`src/rtl/corrector_pkg.sv`:
```
// Shared definitions for the corrector datapath: default symbol width and
// width helpers for the packer and its word FIFO.
package corrector_pkg;

  localparam int M_WIDTH_DEF = 3;

  function automatic int clog2(input int value);
    int r;
    r = 0;
    for (int i = 0; i < 31; i++) begin
      if ((1 << i) < value) r = i + 1;
    end
    return r;
  endfunction

  function automatic int word_width(input int m_width, input int syms_per_word);
    return m_width * syms_per_word;
  endfunction

  function automatic int syms_width(input int syms_per_word);
    return clog2(syms_per_word + 1);
  endfunction

  function automatic int level_width(input int depth);
    return clog2(depth + 1);
  endfunction

endpackage

```
`src/rtl/corrector_packer_if.sv`:
```
// Symbol input, word output handshake and status bundle of corrector_packer.
// master = upstream/consumer side, slave = the packer.
interface corrector_packer_if #(
  parameter int M_WIDTH       = corrector_pkg::M_WIDTH_DEF,
  parameter int SYMS_PER_WORD = 8,
  parameter int FIFO_DEPTH    = 4
);
  import corrector_pkg::*;

  localparam int W  = word_width(M_WIDTH, SYMS_PER_WORD);
  localparam int SW = syms_width(SYMS_PER_WORD);
  localparam int LW = level_width(FIFO_DEPTH);

  logic [M_WIDTH-1:0] sym_in;
  logic               sym_valid;
  logic               flush;
  logic [W-1:0]       word_out;
  logic [SW-1:0]      word_syms;
  logic               word_valid;
  logic               word_ready;
  logic [LW-1:0]      fifo_level;
  logic               overflow;
  logic               clear_overflow;

  modport master (
    output sym_in, sym_valid, flush, word_ready, clear_overflow,
    input  word_out, word_syms, word_valid, fifo_level, overflow
  );

  modport slave (
    input  sym_in, sym_valid, flush, word_ready, clear_overflow,
    output word_out, word_syms, word_valid, fifo_level, overflow
  );

endinterface

```
`src/rtl/corrector_packer_fifo.sv`:
```
// Synchronous word FIFO: push accepted when not full or when popping in the
// same cycle; head output reads as zero while empty.
module packer_fifo
  import corrector_pkg::*;
#(
  parameter int DW    = 28,
  parameter int DEPTH = 4
) (
  input  logic                       clk,
  input  logic                       rst_n,
  input  logic                       i_push,
  input  logic                       i_pop,
  input  logic [DW-1:0]              i_data,
  output logic [DW-1:0]              o_data,
  output logic                       o_full,
  output logic                       o_empty,
  output logic [level_width(DEPTH)-1:0] o_level
);

  localparam int AW = clog2(DEPTH);
  localparam int LW = level_width(DEPTH);

  logic [DW-1:0] r_mem [DEPTH];
  logic [AW-1:0] r_wr;
  logic [AW-1:0] r_rd;
  logic [LW-1:0] r_level;
  logic          w_do_pop;
  logic          w_do_push;

  assign o_full    = (r_level == LW'(DEPTH));
  assign o_empty   = (r_level == '0);
  assign w_do_pop  = i_pop && !o_empty;
  assign w_do_push = i_push && (!o_full || w_do_pop);
  assign o_level   = r_level;
  assign o_data    = o_empty ? '0 : r_mem[r_rd];

  always_ff @(posedge clk or negedge rst_n) begin
    if (!rst_n) begin
      r_wr    <= '0;
      r_rd    <= '0;
      r_level <= '0;
    end else begin
      if (w_do_push) r_wr <= r_wr + AW'(1);
      if (w_do_pop)  r_rd <= r_rd + AW'(1);
      case ({w_do_push, w_do_pop})
        2'b10:   r_level <= r_level + LW'(1);
        2'b01:   r_level <= r_level - LW'(1);
        default: r_level <= r_level;
      endcase
    end
  end

  // Storage needs no reset: the head is masked to zero whenever empty.
  always_ff @(posedge clk) begin
    if (w_do_push) r_mem[r_wr] <= i_data;
  end

endmodule

```
`src/rtl/corrector_packer.sv`:
```
// Packs corrected symbols into words (slot 0 in the LSBs), supports flushing a
// partial word, and queues words for a valid/ready consumer.
module corrector_packer
  import corrector_pkg::*;
#(
  parameter int M_WIDTH       = M_WIDTH_DEF,
  parameter int SYMS_PER_WORD = 8,
  parameter int FIFO_DEPTH    = 4
) (
  input  logic               clk,
  input  logic               rst_n,
  corrector_packer_if.slave  bus
);

  localparam int W  = word_width(M_WIDTH, SYMS_PER_WORD);
  localparam int SW = syms_width(SYMS_PER_WORD);
  localparam int LW = level_width(FIFO_DEPTH);

  logic [SW-1:0]   r_slot;
  logic [W-1:0]    r_pack;
  logic            r_overflow;

  logic [W-1:0]    w_pack_ins;
  logic [SW-1:0]   w_cnt;
  logic            w_complete;
  logic            w_push;
  logic            w_pop;
  logic            w_drop;
  logic            w_full;
  logic            w_empty;
  logic [SW+W-1:0] w_head;
  logic [LW-1:0]   w_level;

  // The incoming symbol is merged before the flush decision, so a flush that
  // coincides with the completing symbol yields exactly one full word.
  always_comb begin
    w_pack_ins = r_pack;
    if (bus.sym_valid) w_pack_ins[M_WIDTH*int'(r_slot) +: M_WIDTH] = bus.sym_in;
  end

  assign w_cnt      = r_slot + SW'(bus.sym_valid);
  assign w_complete = bus.sym_valid && (r_slot == SW'(SYMS_PER_WORD - 1));
  assign w_push     = w_complete || (bus.flush && (w_cnt != '0));
  assign w_pop      = !w_empty && bus.word_ready;
  assign w_drop     = w_push && w_full && !w_pop;

  always_ff @(posedge clk or negedge rst_n) begin
    if (!rst_n) begin
      r_slot     <= '0;
      r_pack     <= '0;
      r_overflow <= 1'b0;
    end else begin
      // Packing restarts after every push attempt, including a dropped one.
      if (w_push) begin
        r_slot <= '0;
        r_pack <= '0;
      end else begin
        r_slot <= w_cnt;
        r_pack <= w_pack_ins;
      end
      if (w_drop)
        r_overflow <= 1'b1;
      else if (bus.clear_overflow)
        r_overflow <= 1'b0;
    end
  end

  packer_fifo #(
    .DW    (SW + W),
    .DEPTH (FIFO_DEPTH)
  ) u_fifo (
    .clk     (clk),
    .rst_n   (rst_n),
    .i_push  (w_push),
    .i_pop   (w_pop),
    .i_data  ({w_cnt, w_pack_ins}),
    .o_data  (w_head),
    .o_full  (w_full),
    .o_empty (w_empty),
    .o_level (w_level)
  );

  assign bus.word_out   = w_head[W-1:0];
  assign bus.word_syms  = w_head[W +: SW];
  assign bus.word_valid = !w_empty;
  assign bus.fifo_level = w_level;
  assign bus.overflow   = r_overflow;

endmodule

```
`src/flat_wrapper.sv`:
```
// flat-port wrapper written by rule: the top's interface ports become plain ports
module corrector_packer_flat import corrector_pkg::*;
#(
  parameter int M_WIDTH       = M_WIDTH_DEF,
  parameter int SYMS_PER_WORD = 8,
  parameter int FIFO_DEPTH    = 4
)
  (clk, rst_n, bus_sym_in, bus_sym_valid, bus_flush, bus_word_ready, bus_clear_overflow, bus_word_out, bus_word_syms, bus_word_valid, bus_fifo_level, bus_overflow);
  corrector_packer_if #(.M_WIDTH(M_WIDTH), .SYMS_PER_WORD(SYMS_PER_WORD), .FIFO_DEPTH(FIFO_DEPTH)) bus_i ();
  input  logic clk;
  input  logic rst_n;
  input wire logic [$bits(bus_i.sym_in)-1:0] bus_sym_in;
  input wire logic [$bits(bus_i.sym_valid)-1:0] bus_sym_valid;
  input wire logic [$bits(bus_i.flush)-1:0] bus_flush;
  input wire logic [$bits(bus_i.word_ready)-1:0] bus_word_ready;
  input wire logic [$bits(bus_i.clear_overflow)-1:0] bus_clear_overflow;
  output wire logic [$bits(bus_i.word_out)-1:0] bus_word_out;
  output wire logic [$bits(bus_i.word_syms)-1:0] bus_word_syms;
  output wire logic [$bits(bus_i.word_valid)-1:0] bus_word_valid;
  output wire logic [$bits(bus_i.fifo_level)-1:0] bus_fifo_level;
  output wire logic [$bits(bus_i.overflow)-1:0] bus_overflow;
  assign bus_i.sym_in = bus_sym_in;
  assign bus_i.sym_valid = bus_sym_valid;
  assign bus_i.flush = bus_flush;
  assign bus_i.word_ready = bus_word_ready;
  assign bus_i.clear_overflow = bus_clear_overflow;
  assign bus_word_out = bus_i.word_out;
  assign bus_word_syms = bus_i.word_syms;
  assign bus_word_valid = bus_i.word_valid;
  assign bus_fifo_level = bus_i.fifo_level;
  assign bus_overflow = bus_i.overflow;
  corrector_packer #(.M_WIDTH(M_WIDTH), .SYMS_PER_WORD(SYMS_PER_WORD), .FIFO_DEPTH(FIFO_DEPTH)) u_core (.clk(clk), .rst_n(rst_n), .bus(bus_i));
endmodule
```
`config.mk`:
```
export PLATFORM = sky130hd
export DESIGN_NAME = corrector_packer_flat
export DESIGN_NICKNAME = d
export VERILOG_FILES = /design/src/rtl/corrector_pkg.sv /design/src/rtl/corrector_packer_if.sv /design/src/rtl/corrector_packer_fifo.sv /design/src/rtl/corrector_packer.sv /design/src/flat_wrapper.sv
export SDC_FILE = /design/constraint.sdc
export NUM_CORES = 1
export LEC_CHECK = 0
export ABC_AREA = 0
export CORE_MARGIN = 3
export CORE_UTILIZATION = 59
export DETAILED_ROUTE_END_ITERATION = 10
export GPL_TIMING_DRIVEN = 0
export PLACE_DENSITY = 0.76
export SYNTH_ARGS = -nofsm -noshare
export SYNTH_HDL_FRONTEND = slang
export SYNTH_SLANG_ARGS = --single-unit
```
`constraint.sdc`:
```
create_clock -name clk -period 3.7 [get_ports clk]
set_input_delay 0.74 -clock clk [delete_from_list [all_inputs] [get_ports clk]]
set_output_delay 0.74 -clock clk [all_outputs]
set_load 0.03 [all_outputs]
```
Word level (Yosys, flattened, before mapping):

Memories as Yosys holds them, arrays and structs flattened.
Cells that the tools add are included.

* register bits: 36
* latch bits: 0
* bits in writable memories: 112
* memory bits (read-only): 0
* input port bits: 9
* output and inout port bits: 33
* memories kept: 1

* $add $sub $neg: 6
* multipliers: 1
* div/mod/pow operators: 0
* $lt $le $gt $ge: 0
* eq/ne operators: 4
* shifts and indexed selects: 2
* mux-type cells: 10
* bitwise logic cells: 0
* reductions and logical operators: 16

Memories
* u_core.u_fifo.r_mem: depth 4, width 28, read ports 1, clocked after Yosys merged registers in 0, wr ports 1, RTL line corrector_packer_fifo.sv:23 `logic [DW-1:0] r_mem [DEPTH];`

Operators with widths (count)
* 24-bit two-way mux: 2
* 32-bit negation with 33-bit output: 1
* 3-bit by 33-bit variable shift with 24-bit output (first input constant): 1
* 3-bit by 33-bit indexed part select with 24-bit output: 1
* 28-bit two-way mux: 1
* 24-bit bitwise mux: 1
* 1-bit logical AND: 7
* 2-bit by 4-bit multiplier with 6-bit output (first input constant): 1
* 3-bit one-hot mux with 2 select lines: 1
* 2-bit by 1-bit adder with 2-bit output (second input constant): 2
* 4-bit by 1-bit adder with 4-bit output: 1
* 4-bit by 3-bit equality test with 1-bit output (second input constant): 1
* 1-bit two-way mux: 4
* 4-bit two-way mux: 1
* 2-bit nonzero test: 2
* 4-bit nonzero test: 1
* 3-bit by 1-bit adder with 3-bit output (second input constant): 1
* 3-bit equality test (second input constant): 1
* 1-bit zero test: 3
* 3-bit zero test: 1
* 3-bit by 1-bit subtractor with 3-bit output (second input constant): 1
* 2-bit by 1-bit equality test with 1-bit output (second input constant): 1
* 2-bit equality test (second input constant): 1
* 1-bit logical OR: 2

Depth between registers and ports, before layout:

Gate-level depths: netlist of run 1.

* depth after elaboration: 8
* depth in mapped cells: 13
* depth with buffers taken out: 10

Cells and area by module:

Synthesis of run 1 repeated with hierarchy kept, for this count alone.

* cells, all modules: 437
* area, all modules: 6787.8 um^2

Modules (own cells, without submodules)
* packer_fifo: instances 1, cells each 230, area each 4739.5 um^2
* corrector_packer: instances 1, cells each 207, area each 2048.2 um^2

Worst setup path after synthesis of run 1:

No wires, ideal clock.

* path type: input to register
* from: in bus_sym_valid
* to: reg u_core.u_fifo.r_level[1], in the netlist u_core.u_fifo.o_level[1]
* setup time: 120 ps
* data arrival time: 3077 ps
* required time: 3580 ps
* slack: 502 ps
* stages on the path: 11
* buffers on the path: 3
* path through: ha_1 -> ha_1 -> xor2_2 -> a2111o_1 -> a21o_1 -> buf_6 -> buf_6 -> buf_6 -> nor2_1 -> fa_1 -> o211a_1

* cells in the longest elaborated chain, start to end: 7

Ends and longest elaborated chain
* from (decl): RTL line flat_wrapper.sv:13 `input wire logic [$bits(bus_i.sym_valid)-1:0] bus_sym_valid;`
* 4-bit by 1-bit adder with 4-bit output (*): RTL line corrector_packer.sv:41 `assign w_cnt = r_slot + SW'(bus.sym_valid);`
* named net u_core.u_fifo.i_data[26]: RTL line corrector_packer_fifo.sv:13 `input logic [DW-1:0] i_data,`
* 4-bit nonzero test (*): RTL line corrector_packer.sv:43 `assign w_push = w_complete || (bus.flush && (w_cnt != '0));`
* 1-bit logical AND (*): RTL line corrector_packer.sv:43
* 1-bit logical OR (*): RTL line corrector_packer.sv:43
* 1-bit logical AND (*): RTL line corrector_packer_fifo.sv:33 `assign w_do_push = i_push && (!o_full || w_do_pop);`
* 2-bit by 1-bit equality test with 1-bit output or 2-bit equality test (tied branches): RTL line corrector_packer_fifo.sv:45 `case ({w_do_push, w_do_pop})`
* 3-bit one-hot mux with 2 select lines or 2-bit nonzero test (tied branches)
* to (signal assigned): RTL line corrector_packer_fifo.sv:46 `2'b10: r_level <= r_level + LW'(1);`
* to (signal assigned): RTL line corrector_packer_fifo.sv:47 `2'b01: r_level <= r_level - LW'(1);`
* to (signal assigned): RTL line corrector_packer_fifo.sv:48 `default: r_level <= r_level;`
* to (decl): RTL line corrector_packer_fifo.sv:26 `logic [LW-1:0] r_level;`

Mark *: on every way through the listed nets, which the timed path passes. The rest lies on a longest branch.
A chain may end at the register's enable or synchronous reset.

Worst setup path in the final report of run 1:

* from: reg u_core.u_fifo.r_level[0], in the netlist u_core.u_fifo.o_level[0]
* to: out bus_word_out[18]

* cells in the longest elaborated chain, start to end: 2

Ends and longest elaborated chain
* 3-bit zero test: RTL line corrector_packer_fifo.sv:31 `assign o_empty = (r_level == '0);`
* 28-bit two-way mux: RTL line corrector_packer_fifo.sv:35 `assign o_data = o_empty ? '0 : r_mem[r_rd];`
* to (decl): RTL line flat_wrapper.sv:17 `output wire logic [$bits(bus_i.word_out)-1:0] bus_word_out;`

No other way between the ends.

==> results of run 1 <==
==> through the flow <==
step / total power, uW / hold WS, ns / TNS [ns] / std cells / setup slack [ns]
3_5_place_dp: 5440 / 0.5400 / -20.64 / 600 / -0.3883
2_1_floorplan: 4431 / 0.4444 / 0 / 423 / 0.5021
6_report: 7113 / 0.3002 / 0 / 632 / 0.2679
4_1_cts: 7167 / 0.3132 / 0 / 632 / 0.02277
5_1_grt: 7500 / 0.3346 / 0 / 632 / 0.1256
3_3_place_gp: 5368 / 0.5151 / -76.20 / 600 / -0.6854
==> power by group <==
| part | internal (uW) | total [uW] | switching, uW |
|---|---|---|---|
| Clock | 1030 | 1710 | 680 |
| Sequential | 2230 | 2360 | 134 |
| Combinational | 1290 | 3040 | 1760 |
| Total | 4540 | 7110 | 2570 |
==> per-layer routing <==
layer | wire length [um] | global-route usage | up-vias
li1 | - | - | 1706
met5 | 0 | 0 | -
met2 | 6288 | 0.3769 | 93
met3 | 485 | 0.05242 | 20
met4 | 269 | 0.08971 | 0
met1 | 5416 | 0.3027 | 1912
==> what timing repair did <==
| item | in CTS | in global routing |
|---|---|---|
| endpoints found under the setup margin | 10 | 12 |
| gates resized for setup | 1 | 5 |
| setup buffers | 0 | 0 |
==> layout make-up <==
type	count	area, um^2	area share
Tap cell	136	170.2	0.02244
Clock buffer	17	414.1	0.05461
Clock inverter	15	177.7	0.02343
Sequential cell	148	4264	0.5623
Inverter	11	41.29	0.005445
Timing Repair Buffer	41	407.9	0.05379
Buffer	24	136.4	0.01798
Multi-Input combinational cell	240	1972	0.2600
==> worst max-delay path: stages (launching register included) <==
cell             delay (ns)
dfrtp_1                0.47
nor2_1                 0.12
nand2_1                0.28
clkbuf_1               0.38
and2_1                 0.21
clkdlybuf4s50_1        0.69
==> sequential cells by signal, indices dropped and copies added (netlist names) <==
name	cells
u_core.r_pack	24
u_core.u_fifo.o_level	3
u_core.u_fifo.r_wr	2
u_core.r_slot	4
u_core.u_fifo.r_mem	112
u_core.u_fifo.r_rd	2
u_core.bus.overflow	1
==> layout by cell type (no fill, tap or decap), drive strengths merged, types with 22 or more instances in the layout <==
cell type,count
mux4,28
clkbuf,32
nand2,34
o21ai,22
dfrtp,36
a21oi,22
nand3,24
edfxtp,112
clkdlybuf4s50,39
and2,43
==> worst min-delay path by stage <==
stage	start	to	slack [ns]	cells past startpoint
2_1_floorplan	rst_n	u_core.bus.overflow$_DFFE_PN0P_	0.44	0
3_3_place_gp	u_core.bus.overflow$_DFFE_PN0P_	u_core.bus.overflow$_DFFE_PN0P_	0.52	2
3_5_place_dp	u_core.u_fifo.o_level[2]$_DFFE_PN0P_	u_core.u_fifo.o_level[2]$_DFFE_PN0P_	0.54	1
4_1_cts	rst_n	u_core.u_fifo.o_level[0]$_DFFE_PN0P_	0.31	1
5_1_grt	rst_n	u_core.u_fifo.o_level[0]$_DFFE_PN0P_	0.33	1
6_report	rst_n	u_core.u_fifo.o_level[0]$_DFFE_PN0P_	0.30	1
==> logic make-up (layout without fill, tap and decap cells) <==
kind of cell | count (synthesis) | count (layout) | share of synthesized area
compound gates | 62 | 62 | 0.05861
xor+xnor | 6 | 6 | 0.009377
fa+ha+maj | 11 | 11 | 0.02266
buf+inv | 35 | 108 | 0.02715
flops | 148 | 148 | 0.6658
mux | 37 | 37 | 0.1147
simple gates | 124 | 124 | 0.1018
==> out/qor.tcl, run 1 <==
set qor(cts_sinks) 148
set qor(placeableCoreArea_mm2) 0.01046
set qor(worstPathMaxFanout) 10
set qor(worst-slew-pin-transition_ns) 0.8331
set qor(initial_core_util) 0.6122
set qor(grt_first_pass_wirelength_um) 20380
set qor(antenna_cells) 0
set qor(finalClockSkew_ns) 0.008903
set qor(postCtsHoldBufs) 0
set qor(start_kind) {flop}
set qor(boundaryPins) 42
set qor(crit_arrival_ns) 2.69
set qor(hpwl_um) 7927
set qor(placement_rows) 37
set qor(yosys_warnings) 0
set qor(total_number_of_vias) 3731
set qor(capture_point_of_the_critical_path) {bus_word_out[18]}
set qor(static-leakage-power_uw) 0.002901
set qor(drt-wirelength-per-cell_um) 19.71
set qor(avgSynthCellArea_um2) 15.14
set qor(ctsRootBufferMaster) {clkbuf_8}
set qor(rsz0062_at_grt) {no}
set qor(first_global_vias) 3940
set qor(slew_violations) 0
set qor(height_of_the_chip_um) 110.2
set qor(drt_pass1_iterations) 4
set qor(synth_commonest_cells) {edfxtp_1, and2_1, dfrtp_1, nand2_1, mux4_2}
set qor(largest_net_degree_at_the_start_of_global_routing) 37
set qor(post_route_cells_drive_above_1_share) 0.1694
set qor(antenna_found_initial) 0
set qor(mappedNetlistNets) 443
set qor(cap_viol_max_count) 0
set qor(finish.utilization) 0.7248
set qor(nNetsFinal) 503
set qor(postSynth.topFlopCell) {edfxtp_1}
set qor(regToRegEndpoint) {u_core.u_fifo.o_level[2]$_DFFE_PN0P_}
set qor(power.ir.vdd_worst_v) 0.0005640
set qor(port-buffer-count) 41
set qor(synth-seq-cells) 148
set qor(detail_route.vias_per_cell) 5.903
set qor(synth-seq-area-share) 0.6658
set qor(finished_layout_cell_area_mm2) 0.007584
set qor(synth_top_area_cell) {edfxtp_1}
set qor(num-fill-cells) 698
set qor(ys_top_cells_by_area) {edfxtp_1, dfrtp_1, mux4_2}
set qor(placer_congestion_estimate) 0.8426
set qor(register_to_register_setup_slack_ns) 0.58
set qor(achievable-frequency_mhz) 291.4
set qor(htree_num_levels) 4
set qor(final-setup-viol-count) 0
set qor(tritoncts.num_buffers) 17
set qor(synth_top_area_frac) 0.5251
set qor(outcome) {finished clean}
set qor(dr.first_iter.drc_count) 308
set qor(timing.hold.worst.class) {input port to async pin}
set qor(globalRouteTotalUtil) 0.2302
set qor(timing_worst_setup_path_type) {flop to primary output}
set qor(synth_cells) 423
set qor(netlist_area_before_placement_mm2) 0.006405
set qor(die_footprint_mm2) 0.01214
set qor(drt_drc_violations_left) 0
set qor(gr_ovfl_total) 0
set qor(layout_min_cycle_time_ns) 3.432
set qor(clock_path_buffers) 2
set qor(clk_pin_slew_ns) 0.06
set qor(worst_setup_path_end_kind) {primary output}
set qor(synth_edf_count) 112
set qor(synthArstFlopShare) 0.2432
set qor(max-slew-margin-rel) 0.4446
set qor(worst_setup_path_startpoint) {u_core.u_fifo.o_level[0]$_DFFE_PN0P_}
set qor(hold_violation_total_from_the_final_report) 0
set qor(layout-area-overhead-vs-synth_pct) 18.40
set qor(synth.distinct_cells) 47
set qor(crit_required_ns) 2.96
set qor(drt.antenna.violating_nets) 0
set qor(worst-r2r-cell-count) 13
set qor(rr_startpoint) {u_core.r_slot[0]$_DFF_PN0_}
set qor(power_per_cell_area_mw_per_mm2) 938.0
set qor(insertion_delay_ns) 0.53
set qor(die_width_um) 110.2
set qor(tritoncts) {built}
set qor(post_dp_cell_area_mm2) 0.006985
set qor(synthMostInstantiatedCell) {edfxtp_1}
set qor(routed_wl_um) 12460
set qor(finalCritPeriodShare) 0.9276
No activity file was read; power rests on OpenSTA's default activity.
==> run 2, diff against run 1 <==
CTS_CLUSTER_DIAMETER = 60   (was unset)
==> results of run 2 <==
Same layout as run 1: the final DEF is identical, and so are final timing and power.
